$ cat src/rtl/barrel_shifter_pkg.sv
// Shared definitions for the barrel-shifter family: FSM state encodings and
// the rotate-amount width derivation used by the left and right variants.
package barrel_shifter_pkg;

    localparam int ST_W = 2;

    localparam logic [ST_W-1:0] ST_IDLE  = 2'd0;
    localparam logic [ST_W-1:0] ST_SHIFT = 2'd1;
    localparam logic [ST_W-1:0] ST_DONE  = 2'd2;

    // Amount width for an n-bit word; never narrower than one bit.
    function automatic int amt_width(input int n);
        int w;
        w = $clog2(n);
        if (w < 1) w = 1;
        return w;
    endfunction

endpackage

$ cat src/rtl/rotation_left_stage.sv
// One log2 barrel stage: rotates left by 2^(i_k + STAGE) when enabled,
// otherwise passes the word through unchanged.
module rotation_left_stage
    import barrel_shifter_pkg::*;
#(
    parameter int N     = 8,
    parameter int STAGE = 0,
    localparam int SHW  = amt_width(N)
) (
    input  logic [N-1:0]   i_data,
    input  logic [SHW-1:0] i_k,
    input  logic           i_en,
    output logic [N-1:0]   o_data
);

    always_comb begin
        o_data = i_data;
        if (i_en) begin
            // Selecting among the fixed rotations keeps every shift constant.
            for (int s = 0; s < SHW; s++) begin
                if ((int'(i_k) + STAGE) == s) begin
                    o_data = (i_data << (1 << s)) | (i_data >> (N - (1 << s)));
                end
            end
        end
    end

endmodule

$ cat src/rtl/rotation_left_shifter_seq.sv
// Multi-cycle rotate-left unit: one barrel stage per clock between a
// valid/ready request port and a valid/ready result port.
module rotation_left_shifter_seq
    import barrel_shifter_pkg::*;
#(
    parameter int N    = 8,
    localparam int SHW = amt_width(N)
) (
    input  logic           i_clk,
    input  logic           i_rst_n,
    input  logic [N-1:0]   i_num,
    input  logic [SHW-1:0] i_num_bit_rotation,
    input  logic           i_valid,
    output logic           o_ready,
    output logic [N-1:0]   o_result,
    output logic           o_valid,
    input  logic           i_ready,
    output logic           o_busy
);

    // Handshake: a transfer happens on a rising edge where valid and ready
    // are both high; o_ready is high only in IDLE, o_valid only in DONE.

    localparam logic [SHW-1:0] K_LAST = SHW'(SHW - 1);
    localparam logic [SHW-1:0] K_ONE  = SHW'(1);

    logic [ST_W-1:0] state_q, state_d;
    logic [SHW-1:0]  k_q, k_d;
    logic [N-1:0]    work_q, work_d;
    logic [SHW-1:0]  amt_q, amt_d;
    logic [N-1:0]    result_q, result_d;
    logic            valid_q, valid_d;
    logic [N-1:0]    stage_out;

    rotation_left_stage #(
        .N     (N),
        .STAGE (0)
    ) u_stage (
        .i_data (work_q),
        .i_k    (k_q),
        .i_en   (amt_q[k_q]),
        .o_data (stage_out)
    );

    always_comb begin
        state_d  = state_q;
        k_d      = k_q;
        work_d   = work_q;
        amt_d    = amt_q;
        result_d = result_q;
        valid_d  = valid_q;
        case (state_q)
            ST_IDLE: begin
                if (i_valid) begin
                    work_d  = i_num;
                    amt_d   = i_num_bit_rotation;
                    k_d     = '0;
                    state_d = ST_SHIFT;
                end
            end
            ST_SHIFT: begin
                work_d = stage_out;
                k_d    = k_q + K_ONE;
                // Every amount walks all stages so latency is fixed.
                if (k_q == K_LAST) begin
                    result_d = stage_out;
                    valid_d  = 1'b1;
                    state_d  = ST_DONE;
                end
            end
            ST_DONE: begin
                if (i_ready) begin
                    valid_d = 1'b0;
                    state_d = ST_IDLE;
                end
            end
            default: begin
                valid_d = 1'b0;
                state_d = ST_IDLE;
            end
        endcase
    end

    always_ff @(posedge i_clk or negedge i_rst_n) begin
        if (!i_rst_n) begin
            state_q  <= ST_IDLE;
            k_q      <= '0;
            work_q   <= '0;
            amt_q    <= '0;
            result_q <= '0;
            valid_q  <= 1'b0;
        end else begin
            state_q  <= state_d;
            k_q      <= k_d;
            work_q   <= work_d;
            amt_q    <= amt_d;
            result_q <= result_d;
            valid_q  <= valid_d;
        end
    end

    assign o_ready  = (state_q == ST_IDLE);
    assign o_busy   = (state_q == ST_SHIFT) || (state_q == ST_DONE);
    assign o_result = result_q;
    assign o_valid  = valid_q;

endmodule

$ cat config.mk
export PLATFORM = sky130hd
export DESIGN_NAME = rotation_left_shifter_seq
export DESIGN_NICKNAME = d
export VERILOG_FILES = /design/src/rtl/barrel_shifter_pkg.sv /design/src/rtl/rotation_left_stage.sv /design/src/rtl/rotation_left_shifter_seq.sv
export SDC_FILE = /design/constraint.sdc
export NUM_CORES = 1
export LEC_CHECK = 0
export ABC_AREA = 1
export CAP_MARGIN = 20
export CORE_MARGIN = 8
export CORE_UTILIZATION = 40
export DETAILED_ROUTE_END_ITERATION = 8
export GPL_TIMING_DRIVEN = 1
export PLACE_DENSITY = 0.7
export SYNTH_ARGS = -nofsm -noshare
export SYNTH_HDL_FRONTEND = slang
export SYNTH_SLANG_ARGS = --single-unit
export TNS_END_PERCENT = 1
$ cat constraint.sdc
create_clock -name i_clk -period 2.81 [get_ports i_clk]
set_input_delay 0.7025 -clock i_clk [delete_from_list [all_inputs] [get_ports i_clk]]
set_output_delay 0.7025 -clock i_clk [all_outputs]
set_load 0.005 [all_outputs]
# After elaboration in Yosys (flattened, before gate mapping)
# Index checks and enable logic that the tools add are counted.
# word_totals
regBits	25
out_inout_bits	11
elab_cells	46
# op_classes
n_addsub	1
n_lt_le_gt_ge	1
n_eq_ne	8
n_mux	17
bitwise	4
n_reduce_logical	9
# ops
cell	n
$mux 8	5
$logic_not 32->1	1
$pmux 8 s2	1
$or 8x1->8	1
$or 8x2->8	1
$or 8x4->8	1
$eq 3x2->1 const B	2
$mux 2	3
$ne 2x2->1 const B	3
$pmux 2 s3	1
$pmux 3 s2	1
$reduce_and 2->1	3
$reduce_and 3->1	2
$add 3x1->3 const B	1
$eq 3x3->1 const B	1
$lt 3x3->1 const B	1
$mux 1	3
$mux 3	1
$pmux 1 s3	1
$bmux 1 s2	1
$eq 2x1->1 const B	1
$eq 2x2->1 const B	1
$logic_not 2->1	1
$reduce_bool 2->1	1
2 further kinds	2

# Depth between registers and ports, before layout
# Gate-level depths: netlist of run 1.
# depth
word_depth	6
depth_mapped	11
mapped_depth_nobuf	10

# Hierarchy
# A second synthesis of run 1 with hierarchy kept.
# unflattened
cells_unflattened	239
area_unflattened_um2	1669.1
# modules_own_cells
module	n_inst	cells_per_inst	area_per_inst_um2	seq_area_each_um2
rotation_left_shifter_seq	1	147	1198.6	625.6
rotation_left_stage	1	92	470.5	0.0

# Worst setup path before layout of run 1
# No wires, ideal clock.
# synth_path
path_type	flip-flop to output port
from	register state_q[0]
to	output port o_busy
arrival_time_ns	0.719
t_required_ns	2.108
slack_ns	1.389
path_stages_with_launch	3
n_path_buf	0
cell_sequence	dfrtp_1 inv_1 ha_1
# synth_via
elab_chain_cells	2
word_cells_on_any_way	3
# synth_rtl
item	line_no	rtl
from (decl)	rotation_left_shifter_seq.sv:27	logic [ST_W-1:0] state_q, state_d;
from (signal assigned)	rotation_left_shifter_seq.sv:93	state_q <= state_d;
$eq 2x1->1 or $eq 2x2->1 (tied branches)	rotation_left_shifter_seq.sv:103	assign o_busy = (state_q == ST_SHIFT) || (state_q == ST_DONE);
$logic_or 1x1->1 *	rotation_left_shifter_seq.sv:103	
to (decl)	rotation_left_shifter_seq.sv:18	output logic o_busy
# Mark *: on every way between the ends. The rest lies on a longest branch, timed or not.

# Worst setup path after layout of run 1
# layout_path
from	register state_q[1]
to	output port o_ready
# layout_via
elab_chain_cells	1
# layout_rtl
item	line_no	rtl
$logic_not 2->1	rotation_left_shifter_seq.sv:102	assign o_ready = (state_q == ST_IDLE);
to (decl)	rotation_left_shifter_seq.sv:14	output logic o_ready,
# Every way passes these cells.

==> results.yml, run 1 <==
setup_path:
  path_buf_inv: 2
  path_cells: "inv_1 -> ha_1 -> clkdlybuf4s50_1"
  r2r_cells: 9
  r2r-end: "work_q[4]$_DFFE_PN0P_"
  path_delay_family: "buffers and inverters"
  startpoint: "state_q[1]$_DFFE_PN0P_"
  cp.required_ps: 2110
  start_kind: "flop"
  critPathMaxFanout: 4
  crit_path_end_kind: "output port"
  cp.depth: 3
  endpoint: "o_ready"
  crit_slowest_cell: "clkdlybuf4s50_1"
  critPathKind: "flop to output port"
  cp.arrival_ps: 1580
  regToRegSetupSlack_ps: 1100
  max_stage_delay_ps: 540
  reg2reg_from: "state_q[1]$_DFFE_PN0P_"
clocking:
  cts-root-buf: "clkbuf_8"
  cts_buffer_depth: 2
  clk_latency_ps: 270
  cts_sinks: 25
  numCtsBuffers: 3
  postCtsSetupBuffers: 0
  ctsResizeCount: 0
  cts_tree: "built"
  ctsHoldBuffers: 0
  clk_pin_slew_worst_paths_ps: 90
  cts.htree.levels: 1
floorplanning:
  fp.dieW_um: 82.0
  die_area_mm2: 0.00673
  ios: 26
  core-area_mm2: 0.00426
  rows: 24
  die_y_um: 82.0
  start_util_pct: 40.9
detailed_routing:
  viasPerCell: 4.79
  wl_um: 3800
  drc: 0
  first_iter_violations: 107
  routedWlPerCell_um: 11.4
  num_vias: 1601
  drt_pre_antenna_iters: 4
  antenna_left: 0
synth:
  yosysTopAreaCellShare_pct: 35.9
  netlist_instances: 260
  synth_simple_gate_area_share_pct: 43.7
  ys_warn_count: 0
  yosys.area_share.adder_pct: 5.74
  synth_area_leaders: "dfrtp_1 36%, nand2_1 23%, nand3_1 9.8%"
  synth_top_area_cell: "dfrtp_1"
  synth_top_family_by_area: "simple AND/OR/NAND/NOR gates"
  synth.distinct_cells: 22
  ys_ff_latch: 25
  synthMuxAreaShare_pct: 1.94
  synth_xor_area_share_pct: 0
  synth_compound_area_share_pct: 3.30
  seq_area_frac_synth_pct: 35.9
  synth_area_per_cell_um2: 6.70
  syn_nets: 283
  syn_area_mm2: 0.00174
layout:
  layout-drive-gt1-share_pct: 10.6
  fill_cells: 449
  antenna_cells: 0
  final_common_cell: "nand2_1"
  syn2layout_area_growth_pct: 17.7
  nets: 306
  post-route-cell-area_mm2: 0.00205
  mostFrequentLayoutCells: "105 x nand2_1, 34 x nand3_1, 29 x nor2_1, 25 x dfrtp_1, 25 x clkdlybuf4s50_1"
timing:
  skew_ps: 4.38
  period_minus_slack_ps: 2280
  worst_pin_slew_ps: 383
  max_slew_margin_pct: 74.4
  final.setup.tns_ps: 0
  fmax_mhz: 439
  final-setup-viol-count: 0
  rsz0062_at_grt: "false"
  hold_viol_final: 0
  slew_violations: 0
  finalCritPeriodShare_pct: 81.1
power_and_ir_drop:
  power.internal_uw: 1250
  pwr-share-seq_pct: 27.4
  peakVddDrop_uv: 442
  power.share.combinational_pct: 63.8
  power_density_mw_per_mm2: 1200
  clockPowerShare_pct: 8.8
  switching_power_uw: 1210
  p_leak_uw: 0.00110
  switching_share_pct: 49.3
global_routing:
  grt_util_all_layers_pct: 12.6
  grt_pass1_wl_um: 6810
  antenna_found_initial: 0
  overflow: 0
  grt_max_degree: 26
  grt_pass1_vias: 1626
run_status:
  status: "completed"
placement:
  port_buffers: 25
  dpl.hpwl_um: 2810
  gp_congestion: 0.818
  place_area_mm2: 0.00201
job:
  drv_cap: 0
min_path:
  min_path_type: "flop to flop"
-- sequential cells by signal, indices dropped and copies added, names as in the netlist --
register and count:
work_q 8, o_valid 1, o_result 8, state_q 2
amt_q 3, k_q 3
-- metal layers --
layer | up-vias | routed length, um | global-route usage (%)
met5 | - | 0 | 0
met1 | 732 | 1890 | 15.6
met2 | 16 | 1750 | 21.1
met3 | 5 | 75 | 1.53
li1 | 848 | - | -
met4 | 0 | 70 | 6.67
-- worst min-delay path: stages (launching register included) --
cell and delay, ps:
dfrtp_1 350, nand2_1 50, nand2_1 60
-- Yosys cell counts --
library cell,instances
nand2_1,105
nand3_1,34
nor2_1,29
dfrtp_1,25
inv_1,14
inv_2,12
ha_1,8
buf_2,5
nand2_2,4
nor2_2,4
o21ai_1,4
buf_6,3
mux2_1,3
a21oi_1,2
a22oi_2,1
buf_4,1
nand2_4,1
nand3_2,1
nor2_4,1
o21ai_2,1
o22ai_1,1
or2_1,1
-- how the worst min path moves through the flow --
stage | depth (start not counted) | endpoint | startpoint
2_1_floorplan | 0 | amt_q[0]$_DFFE_PN0P_ | i_rst_n
3_3_place_gp | 2 | o_result[2]$_DFFE_PN0P_ | o_result[2]$_DFFE_PN0P_
3_5_place_dp | 2 | o_result[3]$_DFFE_PN0P_ | o_result[3]$_DFFE_PN0P_
4_1_cts | 2 | o_result[5]$_DFFE_PN0P_ | o_result[5]$_DFFE_PN0P_
5_1_grt | 2 | o_result[5]$_DFFE_PN0P_ | o_result[5]$_DFFE_PN0P_
6_report | 2 | o_result[7]$_DFFE_PN0P_ | o_result[7]$_DFFE_PN0P_
-- logic make-up (layout without fill, tap and decap cells) --
logic type      after synthesis  after routing
compound gates                9              9
fa+ha+maj                     8              8
buf+inv                      35             57
flops                        25             25
mux                           3              3
simple gates                180            180
-- stage by stage --
stage	cells	hold slack [ps]	power [uW]	worst slack (ps)	utilization, %
detailed placement	330	467	2260	813	47.1
floorplan	260	407	1880	1390	-
finish	334	488	2460	530	48.1
global placement	330	471	2240	847	47.1
global route	334	518	2760	434	48.1
CTS	334	495	2490	509	48.1
-- power groups by stage --
stage	logic, uW	registers [uW]	clock network, uW
2_1_floorplan	1230	652	0
3_3_place_gp	1560	681	0
3_5_place_dp	1580	684	0
4_1_cts	1590	677	221
5_1_grt	1820	702	234
6_report	1570	675	217
-- layout make-up --
cell class                      instances  area (um^2)  area share, %
Tap cell                               52         65.1           3.17
Sequential cell                        25          626           30.5
Inverter                               26         97.6           4.76
Clock buffer                            4         45.0           2.20
Multi-Input combinational cell        200          953           46.5
Timing Repair Buffer                   27          265           12.9
(Power assumes the default switching activity.)
==> run 2, diff against run 1 <==
==> constraint.sdc (replaced) <==
create_clock -name i_clk -period 2.35 [get_ports i_clk]
set_input_delay 0.5875 -clock i_clk [delete_from_list [all_inputs] [get_ports i_clk]]
set_output_delay 0.5875 -clock i_clk [all_outputs]
set_load 0.005 [all_outputs]
==> results.yml, run 2 (synthesis results as in run 1) <==
global_routing:
  grt_max_degree: 26
  grt_pass1_wl_um: 6630
  grt_util_all_layers_pct: 12.1
  grt_pass1_vias: 1513
  antenna_found_initial: 0
  overflow: 0
detailed_routing:
  antenna_left: 0
  first_iter_violations: 93
  routedWlPerCell_um: 11.2
  wl_um: 3730
  drt_pre_antenna_iters: 4
  drc: 0
  num_vias: 1582
  viasPerCell: 4.74
timing:
  finalWorstSetupSlack_ps: 181
  final-setup-viol-count: 0
  final.setup.tns_ps: 0
  skew_ps: 2.37
  finalCritPeriodShare_pct: 92.3
  max_slew_margin_pct: 75.0
  holdWs_ps: 487
  period_minus_slack_ps: 2170
  hold_viol_final: 0
  worst_pin_slew_ps: 373
  fmax_mhz: 461
  rsz0062_at_grt: "false"
  slew_violations: 0
layout:
  final_common_cell: "nand2_1"
  syn2layout_area_growth_pct: 17.7
  fill_cells: 469
  instances_no_fill: 334
  antenna_cells: 0
  nets: 306
  multi_input_area_um2: 953
  regArea_um2: 626
  layout-drive-gt1-share_pct: 10.6
  mostFrequentLayoutCells: "105 x nand2_1, 34 x nand3_1, 29 x nor2_1, 25 x dfrtp_1, 25 x clkdlybuf4s50_1"
job:
  drv_cap: 0
setup_path:
  crit_path_end_kind: "output port"
  regToRegSetupSlack_ps: 640
  critPathKind: "flop to output port"
  start_kind: "flop"
  critPathMaxFanout: 4
  cp.arrival_ps: 1580
  r2r_cells: 9
  cp.required_ps: 1760
power_and_ir_drop:
  power_density_mw_per_mm2: 1440
  p_leak_uw: 0.00110
  peakVddDrop_uv: 583
run_status:
  status: "completed"
floorplanning:
  start_util_pct: 40.9
  die_y_um: 82.0
  die_area_mm2: 0.00673
  core-area_mm2: 0.00426
  rows: 24
  ios: 26
  fp.dieW_um: 82.0
clocking:
  cts_sinks: 25
  ctsResizeCount: 0
  ctsHoldBuffers: 0
  cts_buffer_depth: 2
  postCtsSetupBuffers: 0
  clk_pin_slew_worst_paths_ps: 90
  numCtsBuffers: 3
  cts-root-buf: "clkbuf_8"
  cts.htree.levels: 1
  clk_latency_ps: 260
  cts_tree: "built"
placement:
  pre_cts_slack_ps: 461
  port_buffers: 25
  dpl.hpwl_um: 2780
  gp_congestion: 0.818
  placed_cells: 330
min_path:
  min_path_type: "flop to flop"
  hold_depth: 2
==> run 2: cell counts in the layout (fill, tap and decap cells not counted) <==
Identical to the previous run, type by type.
==> run 2: path summary, 6_finish.rpt <==
kind / start / to
min: o_result[2]$_DFFE_PN0P_ / o_result[2]$_DFFE_PN0P_
max: state_q[1]$_DFFE_PN0P_ / o_ready
min reg2reg: o_result[2]$_DFFE_PN0P_ / o_result[2]$_DFFE_PN0P_
max in group asynchronous: i_rst_n / work_q[1]$_DFFE_PN0P_
max reg2reg: k_q[1]$_DFFE_PN0P_ / work_q[2]$_DFFE_PN0P_
min in group asynchronous: i_rst_n / state_q[0]$_DFFE_PN0P_
==> run 2: area by class of cell <==
class	instances	share of cell area [%]
flip-flops and latches	25	30.5
clock buffers	4	2.20
repair buffers	27	12.9
multi-input cells	200	46.5
inverters	26	4.76
well taps	52	3.17
==> run 2: routing by layer <==
layer / track usage (%) / up-vias / wire (um)
li1: - / 845 / -
met2: 19.7 / 23 / 1690
met4: 3.68 / 0 / 36
met5: 0 / - / 0
met1: 16.2 / 712 / 1850
met3: 1.75 / 2 / 148
==> run 2: per-stage QoR <==
step | utilization, % | area [um^2] | total power (uW)
6_report | 48.1 | 2050 | 2950
4_1_cts | 48.1 | 2050 | 2970
3_3_place_gp | 47.1 | 2010 | 2680
2_1_floorplan | - | 1740 | 2250
5_1_grt | 48.1 | 2050 | 3310
3_5_place_dp | 47.1 | 2010 | 2710
==> run 2: worst max-delay path: stages, from the launching register on <==
cell and delay, ps:
dfrtp_1 390, inv_1 120, ha_1 270, clkdlybuf4s50_1 540
==> run 2: report_power, final <==
group / switching [uW] / internal [uW] / total, uW / leakage (uW)
combinational: 1150 / 739 / 1890 / 0.000765
clock: 132 / 121 / 253 / 0.0000228
sequential: 170 / 634 / 804 / 0.000316
==> run 3, diff against run 2 <==
--- a/config.mk
+++ b/config.mk
@@ -11,7 +11,7 @@
 export CORE_UTILIZATION = 40
 export DETAILED_ROUTE_END_ITERATION = 8
 export GPL_TIMING_DRIVEN = 1
-export PLACE_DENSITY = 0.7
+export PLACE_DENSITY = 0.62
 export SYNTH_ARGS = -nofsm -noshare
 export SYNTH_HDL_FRONTEND = slang
 export SYNTH_SLANG_ARGS = --single-unit
==> results.yml, run 3 (synthesis results as in run 1) <==
clocking:
  ctsHoldBuffers: 0
  numCtsBuffers: 3
  clk_latency_ps: 270
  cts.htree.levels: 1
  cts_tree: "built"
  postCtsSetupBuffers: 0
  clk_pin_slew_worst_paths_ps: 80
  cts-root-buf: "clkbuf_8"
  cts_buffer_depth: 2
  ctsResizeCount: 0
  cts_sinks: 25
placement:
  gp_congestion: 0.835
  pre_cts_slack_ps: 475
  dpl.hpwl_um: 2980
  port_buffers: 25
  place_area_mm2: 0.00201
detailed_routing:
  first_iter_violations: 176
  num_vias: 1592
  wl_um: 4010
  drc: 0
  viasPerCell: 4.77
  routedWlPerCell_um: 12.0
  drt_pre_antenna_iters: 4
  antenna_left: 0
layout:
  syn2layout_area_growth_pct: 17.7
  mostFrequentLayoutCells: "105 x nand2_1, 34 x nand3_1, 29 x nor2_1, 25 x dfrtp_1, 25 x clkdlybuf4s50_1"
  fill_cells: 445
  antenna_cells: 0
  post-route-cell-area_mm2: 0.00205
  final_common_cell: "nand2_1"
  nets: 306
  layout-drive-gt1-share_pct: 10.6
global_routing:
  grt_util_all_layers_pct: 13.4
  grt_pass1_vias: 1560
  overflow: 0
  grt_max_degree: 26
  antenna_found_initial: 0
  grt_pass1_wl_um: 7140
timing:
  final.setup.tns_ps: 0
  holdWs_ps: 483
  period_minus_slack_ps: 2160
  rsz0062_at_grt: "false"
  max_slew_margin_pct: 74.4
  final-setup-viol-count: 0
  worst_pin_slew_ps: 383
  finalWorstSetupSlack_ps: 191
  skew_ps: 1.94
  hold_viol_final: 0
  slew_violations: 0
  finalCritPeriodShare_pct: 91.9
  fmax_mhz: 463
setup_path:
  startpoint: "state_q[0]$_DFFE_PN0P_"
  r2r-end: "work_q[7]$_DFFE_PN0P_"
  start_kind: "flop"
  critPathMaxFanout: 4
  cp.required_ps: 1760
  critPathKind: "flop to output port"
  crit_path_end_kind: "output port"
  r2r_cells: 9
  reg2reg_from: "k_q[1]$_DFFE_PN0P_"
  endpoint: "o_ready"
  cp.arrival_ps: 1570
  regToRegSetupSlack_ps: 650
floorplanning:
  core-area_mm2: 0.00426
  die_area_mm2: 0.00673
  die_y_um: 82.0
  rows: 24
  fp.dieW_um: 82.0
  ios: 26
  start_util_pct: 40.9
power_and_ir_drop:
  power_density_mw_per_mm2: 1450
  peakVddDrop_uv: 610
  p_leak_uw: 0.00110
min_path:
  min_path_type: "flop to flop"
run_status:
  status: "completed"
job:
  drv_cap: 0
run 3: metrics by stage:
step	util (%)	power [uW]	instances
finish	48.1	2980	334
global route	48.1	3320	334
detailed placement	47.1	2740	330
global placement	47.1	2710	330
CTS	48.1	3010	334
floorplan	-	2250	260
run 3: worst min-delay path by stage:
| stage | start | end | slack [ps] | cells after the start |
|---|---|---|---|---|
| floorplan | i_rst_n | amt_q[0]$_DFFE_PN0P_ | 290 | 0 |
| global placement | o_result[6]$_DFFE_PN0P_ | o_result[6]$_DFFE_PN0P_ | 470 | 2 |
| detailed placement | o_result[3]$_DFFE_PN0P_ | o_result[3]$_DFFE_PN0P_ | 460 | 2 |
| CTS | o_result[1]$_DFFE_PN0P_ | o_result[1]$_DFFE_PN0P_ | 490 | 2 |
| global route | o_result[4]$_DFFE_PN0P_ | o_result[4]$_DFFE_PN0P_ | 510 | 2 |
| finish | o_result[7]$_DFFE_PN0P_ | o_result[7]$_DFFE_PN0P_ | 480 | 2 |
run 3: routing by layer:
layer	part of all wire (%)	global-route usage [%]	up-vias
met1	48	18.0	715
li1	-	-	844
met5	0	0	-
met4	1.5	5.26	0
met2	46	20.9	28
met3	4.2	2.30	5
run 3: final cells by class:
type                       instances  area (um^2)  share of cell area, %
clock buffer                       4         45.0                   2.20
multi-input combinational        200          953                   46.5
tap                               52         65.1                   3.17
inverter                          26         97.6                   4.76
timing repair buffer              27          265                   12.9
sequential                        25          626                   30.5
run 3: critical path, cell delays in order (launching register included):
cell	delay, ps
dfrtp_1	420
inv_1	90
ha_1	250
clkdlybuf4s50_1	540
run 3: where the power goes:
part | internal, uW | leakage (uW) | switching [uW]
Clock | 121 | 0.0000228 | 132
Sequential | 634 | 0.000316 | 184
Combinational | 741 | 0.000765 | 1160
